## src/rtl/multicycle_ctrl.sv

```systemverilog
// Moore control FSM for the multicycle datapath, with memory wait states and precise exceptions.
// Latency: fetch and memory states last 1+MEM_WAIT cycles; every other state lasts one cycle.
// Backpressure: none. While reset is high, every strobe is forced low.
module multicycle_ctrl #(
    parameter int MEM_WAIT = 0,
    parameter int CNT_W    = 4
) (
    input  logic       clock,
    input  logic       reset,
    input  logic [5:0] opcode,
    input  logic [5:0] funct,
    input  logic       overflow,
    output logic [1:0] pc_src,
    output logic       ula_src_a,
    output logic [1:0] ula_src_b,
    output logic [2:0] ula_sel,
    output logic       iord,
    output logic       mem_write,
    output logic       ir_write,
    output logic       mdr_load,
    output logic       reg_write,
    output logic       reg_dst,
    output logic       mem2reg,
    output logic       pc_write,
    output logic       pc_write_cond,
    output logic       branch_ne,
    output logic       epc_write,
    output logic       cause,
    output logic [4:0] state_o
);

    typedef enum logic [4:0] {
        S_START     = 5'd0,
        S_FETCH     = 5'd1,
        S_DECODE    = 5'd2,
        S_R_EXEC    = 5'd3,
        S_R_WB      = 5'd4,
        S_ADDI_EXEC = 5'd5,
        S_ADDI_WB   = 5'd6,
        S_MEM_ADDR  = 5'd7,
        S_MEM_RD    = 5'd8,
        S_LW_WB     = 5'd9,
        S_MEM_WR    = 5'd10,
        S_BRANCH    = 5'd11,
        S_JUMP      = 5'd12,
        S_EXC_OP    = 5'd13,
        S_EXC_OVF   = 5'd14
    } state_t;

    typedef struct packed {
        logic [1:0] pc_src;
        logic       ula_src_a;
        logic [1:0] ula_src_b;
        logic [2:0] ula_sel;
        logic       iord;
        logic       mem_write;
        logic       ir_write;
        logic       mdr_load;
        logic       reg_write;
        logic       reg_dst;
        logic       mem2reg;
        logic       pc_write;
        logic       pc_write_cond;
        logic       branch_ne;
        logic       epc_write;
        logic       cause;
    } ctl_t;

    localparam logic [CNT_W-1:0] WAIT_MAX = CNT_W'(MEM_WAIT);

    state_t           state, state_nxt;
    logic [CNT_W-1:0] cnt;
    logic             in_mem, wait_done;
    logic [2:0]       r_sel;
    logic             r_valid, r_arith;
    ctl_t             ctl, ctl_q;

    assign in_mem    = (state == S_FETCH) || (state == S_MEM_RD) || (state == S_MEM_WR);
    assign wait_done = (cnt == WAIT_MAX);

    always_ff @(posedge clock) begin
        if (reset) begin
            state <= S_START;
            cnt   <= '0;
        end else begin
            state <= state_nxt;
            cnt   <= (in_mem && !wait_done) ? cnt + 1'b1 : '0;
        end
    end

    always_comb begin
        r_sel   = 3'b000;
        r_valid = 1'b1;
        r_arith = 1'b0;
        case (funct)
            6'h20:   begin r_sel = 3'b001; r_arith = 1'b1; end
            6'h22:   begin r_sel = 3'b010; r_arith = 1'b1; end
            6'h24:   r_sel = 3'b011;
            6'h26:   r_sel = 3'b110;
            default: r_valid = 1'b0;
        endcase
    end

    always_comb begin
        ctl       = '0;
        state_nxt = state;
        case (state)
            S_START: state_nxt = S_FETCH;
            S_FETCH: begin
                ctl.ula_src_b = 2'b01;
                ctl.ula_sel   = 3'b001;
                if (wait_done) begin
                    ctl.ir_write = 1'b1;
                    ctl.pc_write = 1'b1;
                    state_nxt    = S_DECODE;
                end
            end
            S_DECODE: begin
                ctl.ula_src_b = 2'b11;
                ctl.ula_sel   = 3'b001;
                case (opcode)
                    6'h00:       state_nxt = S_R_EXEC;
                    6'h23, 6'h2B: state_nxt = S_MEM_ADDR;
                    6'h04, 6'h05: state_nxt = S_BRANCH;
                    6'h02:       state_nxt = S_JUMP;
                    6'h08:       state_nxt = S_ADDI_EXEC;
                    default:     state_nxt = S_EXC_OP;
                endcase
            end
            S_R_EXEC: begin
                ctl.ula_src_a = 1'b1;
                ctl.ula_sel   = r_sel;
                if (!r_valid)                 state_nxt = S_EXC_OP;
                else if (overflow && r_arith) state_nxt = S_EXC_OVF;
                else                          state_nxt = S_R_WB;
            end
            S_R_WB: begin
                ctl.reg_write = 1'b1;
                ctl.reg_dst   = 1'b1;
                state_nxt     = S_FETCH;
            end
            S_ADDI_EXEC: begin
                ctl.ula_src_a = 1'b1;
                ctl.ula_src_b = 2'b10;
                ctl.ula_sel   = 3'b001;
                state_nxt     = overflow ? S_EXC_OVF : S_ADDI_WB;
            end
            S_ADDI_WB: begin
                ctl.reg_write = 1'b1;
                state_nxt     = S_FETCH;
            end
            S_MEM_ADDR: begin
                ctl.ula_src_a = 1'b1;
                ctl.ula_src_b = 2'b10;
                ctl.ula_sel   = 3'b001;
                state_nxt     = (opcode == 6'h2B) ? S_MEM_WR : S_MEM_RD;
            end
            S_MEM_RD: begin
                ctl.iord = 1'b1;
                if (wait_done) begin
                    ctl.mdr_load = 1'b1;
                    state_nxt    = S_LW_WB;
                end
            end
            S_LW_WB: begin
                ctl.reg_write = 1'b1;
                ctl.mem2reg   = 1'b1;
                state_nxt     = S_FETCH;
            end
            S_MEM_WR: begin
                ctl.iord      = 1'b1;
                ctl.mem_write = 1'b1;
                if (wait_done) state_nxt = S_FETCH;
            end
            S_BRANCH: begin
                ctl.ula_src_a     = 1'b1;
                ctl.ula_sel       = 3'b010;
                ctl.pc_src        = 2'b01;
                ctl.pc_write_cond = 1'b1;
                ctl.branch_ne     = opcode[0];
                state_nxt         = S_FETCH;
            end
            S_JUMP: begin
                ctl.pc_src   = 2'b10;
                ctl.pc_write = 1'b1;
                state_nxt    = S_FETCH;
            end
            S_EXC_OP, S_EXC_OVF: begin
                // ULA computes PC-4 so EPC captures the faulting instruction address
                ctl.ula_src_b = 2'b01;
                ctl.ula_sel   = 3'b010;
                ctl.epc_write = 1'b1;
                ctl.cause     = (state == S_EXC_OVF);
                ctl.pc_src    = 2'b11;
                ctl.pc_write  = 1'b1;
                state_nxt     = S_FETCH;
            end
            default: state_nxt = S_START;
        endcase
    end

    assign ctl_q         = reset ? '0 : ctl;
    assign pc_src        = ctl_q.pc_src;
    assign ula_src_a     = ctl_q.ula_src_a;
    assign ula_src_b     = ctl_q.ula_src_b;
    assign ula_sel       = ctl_q.ula_sel;
    assign iord          = ctl_q.iord;
    assign mem_write     = ctl_q.mem_write;
    assign ir_write      = ctl_q.ir_write;
    assign mdr_load      = ctl_q.mdr_load;
    assign reg_write     = ctl_q.reg_write;
    assign reg_dst       = ctl_q.reg_dst;
    assign mem2reg       = ctl_q.mem2reg;
    assign pc_write      = ctl_q.pc_write;
    assign pc_write_cond = ctl_q.pc_write_cond;
    assign branch_ne     = ctl_q.branch_ne;
    assign epc_write     = ctl_q.epc_write;
    assign cause         = ctl_q.cause;
    assign state_o       = state;

endmodule
```

## config.mk

```make
export PLATFORM = sky130hd
export DESIGN_NAME = multicycle_ctrl
export DESIGN_NICKNAME = d
export VERILOG_FILES = /design/src/rtl/multicycle_ctrl.sv
export SDC_FILE = /design/constraint.sdc
export NUM_CORES = 1
export LEC_CHECK = 0
export ABC_CLOCK_PERIOD_IN_PS = 3300
export BUFFER_PORTS_ARGS = -buffer_cell sky130_fd_sc_hd__buf_2
export CORE_MARGIN = 2
export CORE_UTILIZATION = 50
export CTS_BUF_LIST = sky130_fd_sc_hd__clkbuf_4
export DETAILED_ROUTE_END_ITERATION = 12
export HOLD_SLACK_MARGIN = 0.03
export PLACE_DENSITY = 0.86
export SKIP_CTS_REPAIR_TIMING = 1
export SYNTH_ARGS = -nofsm -noshare
export SYNTH_HDL_FRONTEND = slang
export SYNTH_SLANG_ARGS = --single-unit
export TNS_END_PERCENT = 50
```

## constraint.sdc

```tcl
create_clock -name clock -period 3.3 [get_ports clock]
set_input_delay 0.66 -clock clock [delete_from_list [all_inputs] [get_ports clock]]
set_output_delay 0.66 -clock clock [all_outputs]
set_load 0.01 [all_outputs]
```

# [Yosys cells after proc, flatten, opt, wreduce, memory -nomap -nowiden]
# Index checks and enable logic that the tools add are counted.
[op_classes] addsub=1 n_mul=0 div_mod_pow=0 n_lt_le_gt_ge=0 n_eq_ne=27 n_shift=0 n_mux=28 bitwise=1 n_reduce_logical=24
[ops] cell="$pmux 5 s8" count=1
[ops] cell="$eq 6x6->1 const B" count=6
[ops] cell="$eq 5x4->1 const B" count=7
[ops] cell="$eq 5x3->1 const B" count=4
[ops] cell="$mux 20" count=1
[ops] cell="$mux 5" count=4
[ops] cell="$pmux 4 s5" count=1
[ops] cell="$reduce_or 2->1" count=7
[ops] cell="$eq 6x3->1 const B" count=2
[ops] cell="$pmux 2 s3" count=2
[ops] cell="$pmux 3 s4" count=1
[ops] cell="$reduce_or 3->1" count=4
[ops] cell="$reduce_or 4->1" count=3
[ops] cell="$mux 1" count=11
[ops] cell="$eq 5x2->1 const B" count=2
[ops] cell="$pmux 3 s3" count=1
[ops] cell="$mux 4" count=2
[ops] cell="$reduce_or 8->1" count=1
[ops] cell="$eq 6x2->1 const B" count=1
[ops] cell="$eq 6x4->1 const B" count=1
[ops] cell="$logic_not 6->1" count=1
[ops] cell="$mux 2" count=3
[ops] cell="$ne 2x2->1 const B" count=3
[ops] cell="$eq 5x1->1 const B" count=1
[ops] cell="other kinds (9)" count=11
[word_totals] ff_bits=9 latch_bits=0 mem_bits_rw=0 rom_bits=0 input_bits=15 out_inout_bits=25 elab_cells=83 n_memories=0

# [Depth between registers and ports, before layout]
# Gate-level depths: netlist of the first run.
[logic_depth] ltp_word=7 mapped_depth=6 depth_no_buf=6

# [Least setup slack after synthesis of the first run]
# No wires, ideal clock.
[synth_timing] path_kind="in2out" startpoint="input port funct[0]" endpoint="output port ula_sel[2]" t_arrival_ns=1.709 t_required_ns=2.640 slack_ns=0.931 path_stages=3 path_buffers=0 path_cell_list="nor4b_1 nand2_1 nor3_1"
[synth_between] elab_chain_cells=4 word_cells_on_any_way=7 classes_between="4 x eq/ne; 3 x mux"
[synth_rtl] item="start: declaration" line_no="11" text="input logic [5:0] funct,"
[synth_rtl] item="$eq 6x6->1" line_no="95" text="case (funct)"
[synth_rtl] item="$pmux 3 s4 *" line_no="95"
[synth_rtl] item="$pmux 3 s3 *" line_no="107" text="case (state)"
[synth_rtl] item="$mux 20 *" line_no="202" text="assign ctl_q = reset ? '0 : ctl;"
[synth_rtl] item="end: declaration" line_no="16" text="output logic [2:0] ula_sel,"
# Every way passes the cells marked *; elsewhere a longest branch is shown, timed or not.

# [Worst setup path in the final report of the first run]
[layout_timing] startpoint="register state[0] (netlist: state_o[0])" endpoint="output port ula_sel[2]"
[layout_between] elab_chain_cells=4 word_cells_on_any_way=12 classes_between="8 x eq/ne; 2 x mux; 2 x reduce/logical"
[layout_rtl] item="start: declaration" line_no="71" text="state_t state, state_nxt;"
[layout_rtl] item="start signal: assignment" line_no="86" text="state <= state_nxt;"
[layout_rtl] item="$eq 5x1->1 (tied with other cells)" line_no="107"
[layout_rtl] item="$reduce_or 4->1 (no line) / $reduce_or 3->1 (equally long branches)"
[layout_rtl] item="$pmux 3 s3 *" line_no="107"
[layout_rtl] item="$mux 20 *" line_no="202"
# Marked as above.

==> results of run 1 <==
==> kinds of logic after synthesis <==
logic type / after synthesis
AOI/OAI and AO/OA: 27
xor gates and xnor gates: 4
adders and majority gates: 2
buffers and inverters: 18
DFF: 8
other: 1
and+or+nand+nor: 64
==> report_power, final <==
group / switching (W) / total, W / internal (W)
Clock: 0.0000310 / 0.0000725 / 0.0000415
Combinational: 0.0000461 / 0.0000850 / 0.0000390
Sequential: 0.0000218 / 0.000123 / 0.000101
Total: 0.0000989 / 0.000281 / 0.000182
==> cell type report <==
class / instances / area [um^2]
clock buffers: 3 / 22.5
inverters: 10 / 37.5
fillers: 148 / 502
multi-input cells: 98 / 567
repair buffers: 39 / 198
flip-flops and latches: 8 / 160
well taps: 16 / 20.0
==> placed cells by master (no fill, tap or decap), types with 2 or more instances in the layout <==
cell / netlist / routed
nand3_1: 2 / 2
nor4_1: 3 / 3
and3_1: 2 / 2
a211o_1: 2 / 2
nor2b_1: 4 / 4
buf_2: 0 / 38
o21ai_0: 5 / 5
nand4_1: 3 / 3
a31oi_1: 2 / 2
nor4b_1: 2 / 2
clkbuf_4: 0 / 3
xnor2_1: 2 / 2
or2_2: 3 / 3
o22ai_1: 3 / 3
dfxtp_1: 8 / 8
inv_1: 10 / 10
nor3b_1: 2 / 2
nand2_1: 12 / 12
nor3_1: 7 / 7
ha_1: 2 / 2
a21oi_1: 7 / 7
nand2b_1: 5 / 5
nor2_1: 17 / 17
xor2_1: 2 / 2
==> layer usage <==
| metal | vias up | global-route usage, % | part of all wire, % |
|---|---|---|---|
| li1 | 505 | - | - |
| met1 | 460 | 28.0 | 43 |
| met2 | 49 | 36.5 | 49 |
| met3 | 0 | 6.67 | 8.3 |
| met4 | 0 | 3.64 | 0 |
| met5 | - | 0 | 0 |
==> metrics by stage <==
step           hold slack, ps  power [W]
6_report                  466   0.000281
3_3_place_gp              444   0.000207
3_5_place_dp              459   0.000209
2_1_floorplan             430   0.000177
5_1_grt                   506   0.000301
4_1_cts                   475   0.000282
==> worst min path at each step <==
stage / to / slack [ps] / start / cells after the start
after floorplan: cnt[0]$_SDFF_PP0_ / 430 / cnt[0]$_SDFF_PP0_ / 1
after global placement: cnt[0]$_SDFF_PP0_ / 440 / cnt[0]$_SDFF_PP0_ / 1
after detailed placement: cnt[0]$_SDFF_PP0_ / 460 / cnt[0]$_SDFF_PP0_ / 1
after CTS: cnt[0]$_SDFF_PP0_ / 480 / cnt[0]$_SDFF_PP0_ / 1
after global routing: cnt[0]$_SDFF_PP0_ / 510 / cnt[0]$_SDFF_PP0_ / 1
final: cnt[0]$_SDFF_PP0_ / 470 / cnt[0]$_SDFF_PP0_ / 1
==> registers in the layout, summed over array words and instances (netlist names) <==
register,count
cnt,4
state_o,4
==> impl_metrics.json, run 1 <==
{
  "outcome": "completed",
  "grtUsageTotal_pct": 21.8,
  "coreArea_mm2": 0.00151,
  "synth-simple-area-share_pct": 40.9,
  "start_util_pct": 53.0,
  "critPathKind": "flop to output pin",
  "numCtsBuffers": 3,
  "syn_to_final_growth_pct": 25.9,
  "ant_nets": 0,
  "cts-root-buf": "clkbuf_4",
  "synth_mux_area_share_pct": 0,
  "synth.most_common_cell": "nor2_1",
  "synth-compound-area-share_pct": 22.1,
  "synth_area_um2": 798,
  "post_synth_num_cell_types": 35,
  "die_w_um": 44.0,
  "synth_seq_area_share_pct": 20.1,
  "grt_max_degree": 26,
  "cap_violations": 0,
  "p_leak_nw": 0.521,
  "crit_cells": 5,
  "final_util_pct": 66.7,
  "peakVddDrop_mv": 0.215,
  "clk_pin_slew_worst_paths_ps": 50,
  "yosys-top-cells-area": "dfxtp_1 (20%), nor2_1 (8.0%), nand2_1 (5.6%), inv_1 (4.7%), a21oi_1 (4.4%)",
  "cp_cell_sequence": "nand2_1 > nor3_1 > nand2_1 > nor3_1 > buf_2",
  "async_flop_share_pct": 0,
  "synth_edf_count": 0,
  "n_antenna_cell": 0,
  "final.min_clock_period_ps": 2580,
  "cts.sink_count": 8,
  "skew_ps": 6.83,
  "cp_num_buf_inv": 1,
  "max_slew_margin_pct": 51.4,
  "synth_top_cells_by_count": "nor2_1 (17), nand2_1 (12), inv_1 (10)",
  "rows": 14,
  "cp_slowest_cell": "dfxtp_1",
  "drtIter0Drc": 33,
  "vias_per_cell": 5.83,
  "fmax_ghz": 0.387,
  "htree_levels": 1,
  "antenna_found_initial": 0,
  "r2r-start": "state_o[0]$_SDFFE_PP0P_",
  "finalWirelength_um": 2030,
  "clk_latency_ps": 250,
  "synthCells": 124,
  "crit_start": "state_o[0]$_SDFFE_PP0P_",
  "hold_viol": 0,
  "dpl-instance-area_um2": 982,
  "synth_top_area_share_pct": 20.1,
  "fin_ws_ps": 716,
  "vias": 1014,
  "regToRegEndpoint": "state_o[1]$_SDFFE_PP0P_",
  "reg2regPathDepth": 4,
  "avgSynthCellArea_um2": 6.44,
  "first_pass_iters": 4,
  "max_stage_delay_ps": 790,
  "port_buffers": 38,
  "required_ps": 2640,
  "report.final.slew_viol_count": 0,
  "endpoint_kind": "output pin",
  "setup_tns_ps": 0,
  "rsz0062_at_grt": "false",
  "setup_viol": 0,
  "ys.flop_type": "dfxtp_1",
  "synth_top_family_by_area": "simple AND/OR/NAND/NOR gates",
  "syn_nets": 141,
  "cp_max_fo": 25,
  "num-nets-final": 177,
  "synth_xor_area_share_pct": 4.39,
  "synth_fa_ha_area_share_pct": 3.13,
  "hpwl_um": 1610,
  "worst_slew_pin_slew_ps": 729,
  "drive_above_1_share_pct": 28.5,
  "grt_pass1_wl_um": 3260,
  "synth_seq_cells": 8,
  "finalNonFillerCells": 174,
  "power_density_mw_per_mm2": 279,
  "dieArea_mm2": 0.00193,
  "cp.arrival_ps": 1920,
  "overflow": 0,
  "critPathLaunchType": "flop",
  "period_share_pct": 78.3,
  "postLayoutCellArea_mm2": 0.00100,
  "post-place-cells": 171,
  "hold_path_class": "flop to flop",
  "die_y_um": 44.0,
  "crit_end": "ula_sel[2]",
  "tritoncts": "done",
  "drc_errors": 0,
  "wl_per_cell_um": 11.7,
  "first_global_vias": 818,
  "cp_top_family": "flip-flops",
  "routabilityCongestion": 0.822,
  "clock_path_buffers": 2,
  "yosys.area.top_type": "dfxtp_1",
  "io_pins": 40,
  "yosys_warnings": 0,
  "reg2reg_slack_ps": 1210,
  "pre_cts_ws_ps": 938
}
No activity file was read; power rests on OpenSTA's default activity.
==> run 2: changes to the inputs <==
--- a/config.mk
+++ b/config.mk
@@ -5,14 +5,14 @@
 export SDC_FILE = /design/constraint.sdc
 export NUM_CORES = 1
 export LEC_CHECK = 0
-export ABC_CLOCK_PERIOD_IN_PS = 3300
+export ABC_CLOCK_PERIOD_IN_PS = 2600
 export BUFFER_PORTS_ARGS = -buffer_cell sky130_fd_sc_hd__buf_2
 export CORE_MARGIN = 2
-export CORE_UTILIZATION = 50
+export CORE_UTILIZATION = 47
 export CTS_BUF_LIST = sky130_fd_sc_hd__clkbuf_4
 export DETAILED_ROUTE_END_ITERATION = 12
 export HOLD_SLACK_MARGIN = 0.03
-export PLACE_DENSITY = 0.86
+export PLACE_DENSITY = 0.82
 export SKIP_CTS_REPAIR_TIMING = 1
 export SYNTH_ARGS = -nofsm -noshare
 export SYNTH_HDL_FRONTEND = slang
==> constraint.sdc (replaced) <==
create_clock -name clock -period 2.6 [get_ports clock]
set_input_delay 0.52 -clock clock [delete_from_list [all_inputs] [get_ports clock]]
set_output_delay 0.52 -clock clock [all_outputs]
set_load 0.01 [all_outputs]
==> run 2 against run 1 <==
- largest cell class unchanged
- critical endpoint is now pc_write
- critical path depth stayed put
- highest routed layer unchanged
- final area is 1.5% higher
- non-clock buffer count is 2 higher
- sequential power is 24% higher
- routed wire length is 4.2% higher
- critical path type unchanged
==> impl_metrics.json, run 2 (synthesized netlist as in run 1, its figures left out) <==
{
  "outcome": "completed",
  "final.min_clock_period_ps": 2270,
  "r2r-start": "state_o[0]$_SDFFE_PP0P_",
  "routabilityCongestion": 0.829,
  "fmax_ghz": 0.441,
  "htree_levels": 1,
  "reg2regPathDepth": 4,
  "required_ps": 2080,
  "routed.top_layer": "met3",
  "die_w_um": 45.2,
  "critPathKind": "flop to output pin",
  "rows": 14,
  "wl_met3_um": 134,
  "first_pass_iters": 4,
  "holdPathEnd": "cnt[0]$_SDFF_PP0_",
  "worst_slew_pin_slew_ps": 561,
  "final_cell_mix": "buf_2 (38), nor2_1 (17), nand2_1 (12), inv_1 (10), dfxtp_1 (8)",
  "clock_path_buffers": 2,
  "io_pins": 40,
  "coreArea_mm2": 0.00154,
  "ant_nets": 0,
  "cts.sink_count": 8,
  "period_share_pct": 87.2,
  "postLayoutCellArea_mm2": 0.00102,
  "peakVddDrop_mv": 0.341,
  "nFillCells": 158,
  "vias": 975,
  "max_slew_margin_pct": 62.5,
  "cp.arrival_ps": 1750,
  "mostFrequentLayoutCell": "buf_2",
  "wl_per_cell_um": 12.0,
  "drtIter0Drc": 20,
  "regToRegEndpoint": "state_o[1]$_SDFFE_PP0P_",
  "grt_pass1_wl_um": 3520,
  "num-nets-final": 179,
  "dieArea_mm2": 0.00204,
  "hold_viol": 0,
  "overflow": 0,
  "cp_max_fo": 16,
  "wl_met2_um": 1000,
  "hpwl_um": 1690,
  "rsz0062_at_grt": "false",
  "total_power_w": 0.000363,
  "report.final.slew_viol_count": 0,
  "n_antenna_cell": 0,
  "pwr-share-comb_pct": 32.6,
  "worstHoldStart": "cnt[0]$_SDFF_PP0_",
  "reg2reg_slack_ps": 690,
  "antenna_found_initial": 0,
  "power_density_mw_per_mm2": 356,
  "critPathLaunchType": "flop",
  "clkPwrFrac_pct": 25.6,
  "setup_viol": 0,
  "p_leak_nw": 0.531,
  "vias_per_cell": 5.54,
  "grtUsageTotal_pct": 22.8,
  "clk_pin_slew_worst_paths_ps": 50,
  "switchingPower_w": 0.000128,
  "die_y_um": 45.2,
  "hold_depth": 1,
  "drive_above_1_share_pct": 29.4,
  "wl_met1_um": 979,
  "drc_errors": 0,
  "first_global_vias": 843,
  "setup_tns_ps": 0,
  "numCtsBuffers": 3,
  "cap_violations": 0,
  "swShare_pct": 35.4,
  "cts-root-buf": "clkbuf_4",
  "endpoint_kind": "output pin",
  "syn_to_final_growth_pct": 27.7,
  "seqPwrFrac_pct": 41.8,
  "port_buffers": 38,
  "grt_max_degree": 18,
  "tritoncts": "done",
  "internal_power_w": 0.000234,
  "clk_latency_ps": 250,
  "final_util_pct": 66.2,
  "hold_path_class": "flop to flop",
  "dpl-instance-area_um2": 997,
  "finalWirelength_um": 2120,
  "start_util_pct": 51.8,
  "skew_ps": 2.14
}
## run 2: changes by cell type in the layout (fill, tap and decap cells not counted), sizes merged
cell / delta
buf: +2
## run 2: through the flow
stage	std cells	hold WS, ps	setup slack (ps)
finish	176	467	333
floorplan	124	430	511
CTS	176	476	334
detailed placement	173	465	514
global placement	173	447	549
global route	176	504	185
## run 2: power by group through the flow
stage                     clock network (W)  registers [W]  logic (W)
final                             0.0000927       0.000152   0.000118
after global placement                    0       0.000153   0.000115
after global routing              0.0000987       0.000154   0.000132
after CTS                         0.0000951       0.000151   0.000118
after floorplan                           0       0.000140  0.0000846
after detailed placement                  0       0.000154   0.000118
## run 2: worst max-delay path by stage
stage / slack [ps] / to / startpoint / cells past startpoint
after CTS: 330 / mdr_load / state_o[3]$_SDFFE_PP0P_ / 4
final: 330 / pc_write / state_o[1]$_SDFFE_PP0P_ / 5
after floorplan: 510 / ula_sel[2] / funct[0] / 3
after detailed placement: 510 / pc_write / reset / 5
after global placement: 550 / pc_write / reset / 5
after global routing: 180 / branch_ne / state_o[1]$_SDFFE_PP0P_ / 5
## run 2: cell type report
| class | instances | area [um^2] | share of cell area [%] |
|---|---|---|---|
| Inverter | 10 | 37.5 | 3.68 |
| Tap cell | 16 | 20.0 | 1.96 |
| Sequential cell | 8 | 160 | 15.7 |
| Multi-Input combinational cell | 98 | 567 | 55.6 |
| Timing Repair Buffer | 41 | 213 | 20.9 |
| Clock buffer | 3 | 22.5 | 2.21 |
## run 2: worst max-delay path, stage by stage (launching register included)
cell	delay (ps)
dfxtp_1	660
inv_1	180
nand2_1	140
nor4_1	70
or2_2	300
buf_2	140
## run 2: routing by layer
layer | GRT usage, % | up-vias
li1 | - | 512
met5 | 0 | -
met4 | 1.76 | 0
met1 | 31.0 | 430
met2 | 38.6 | 33
met3 | 4.80 | 0
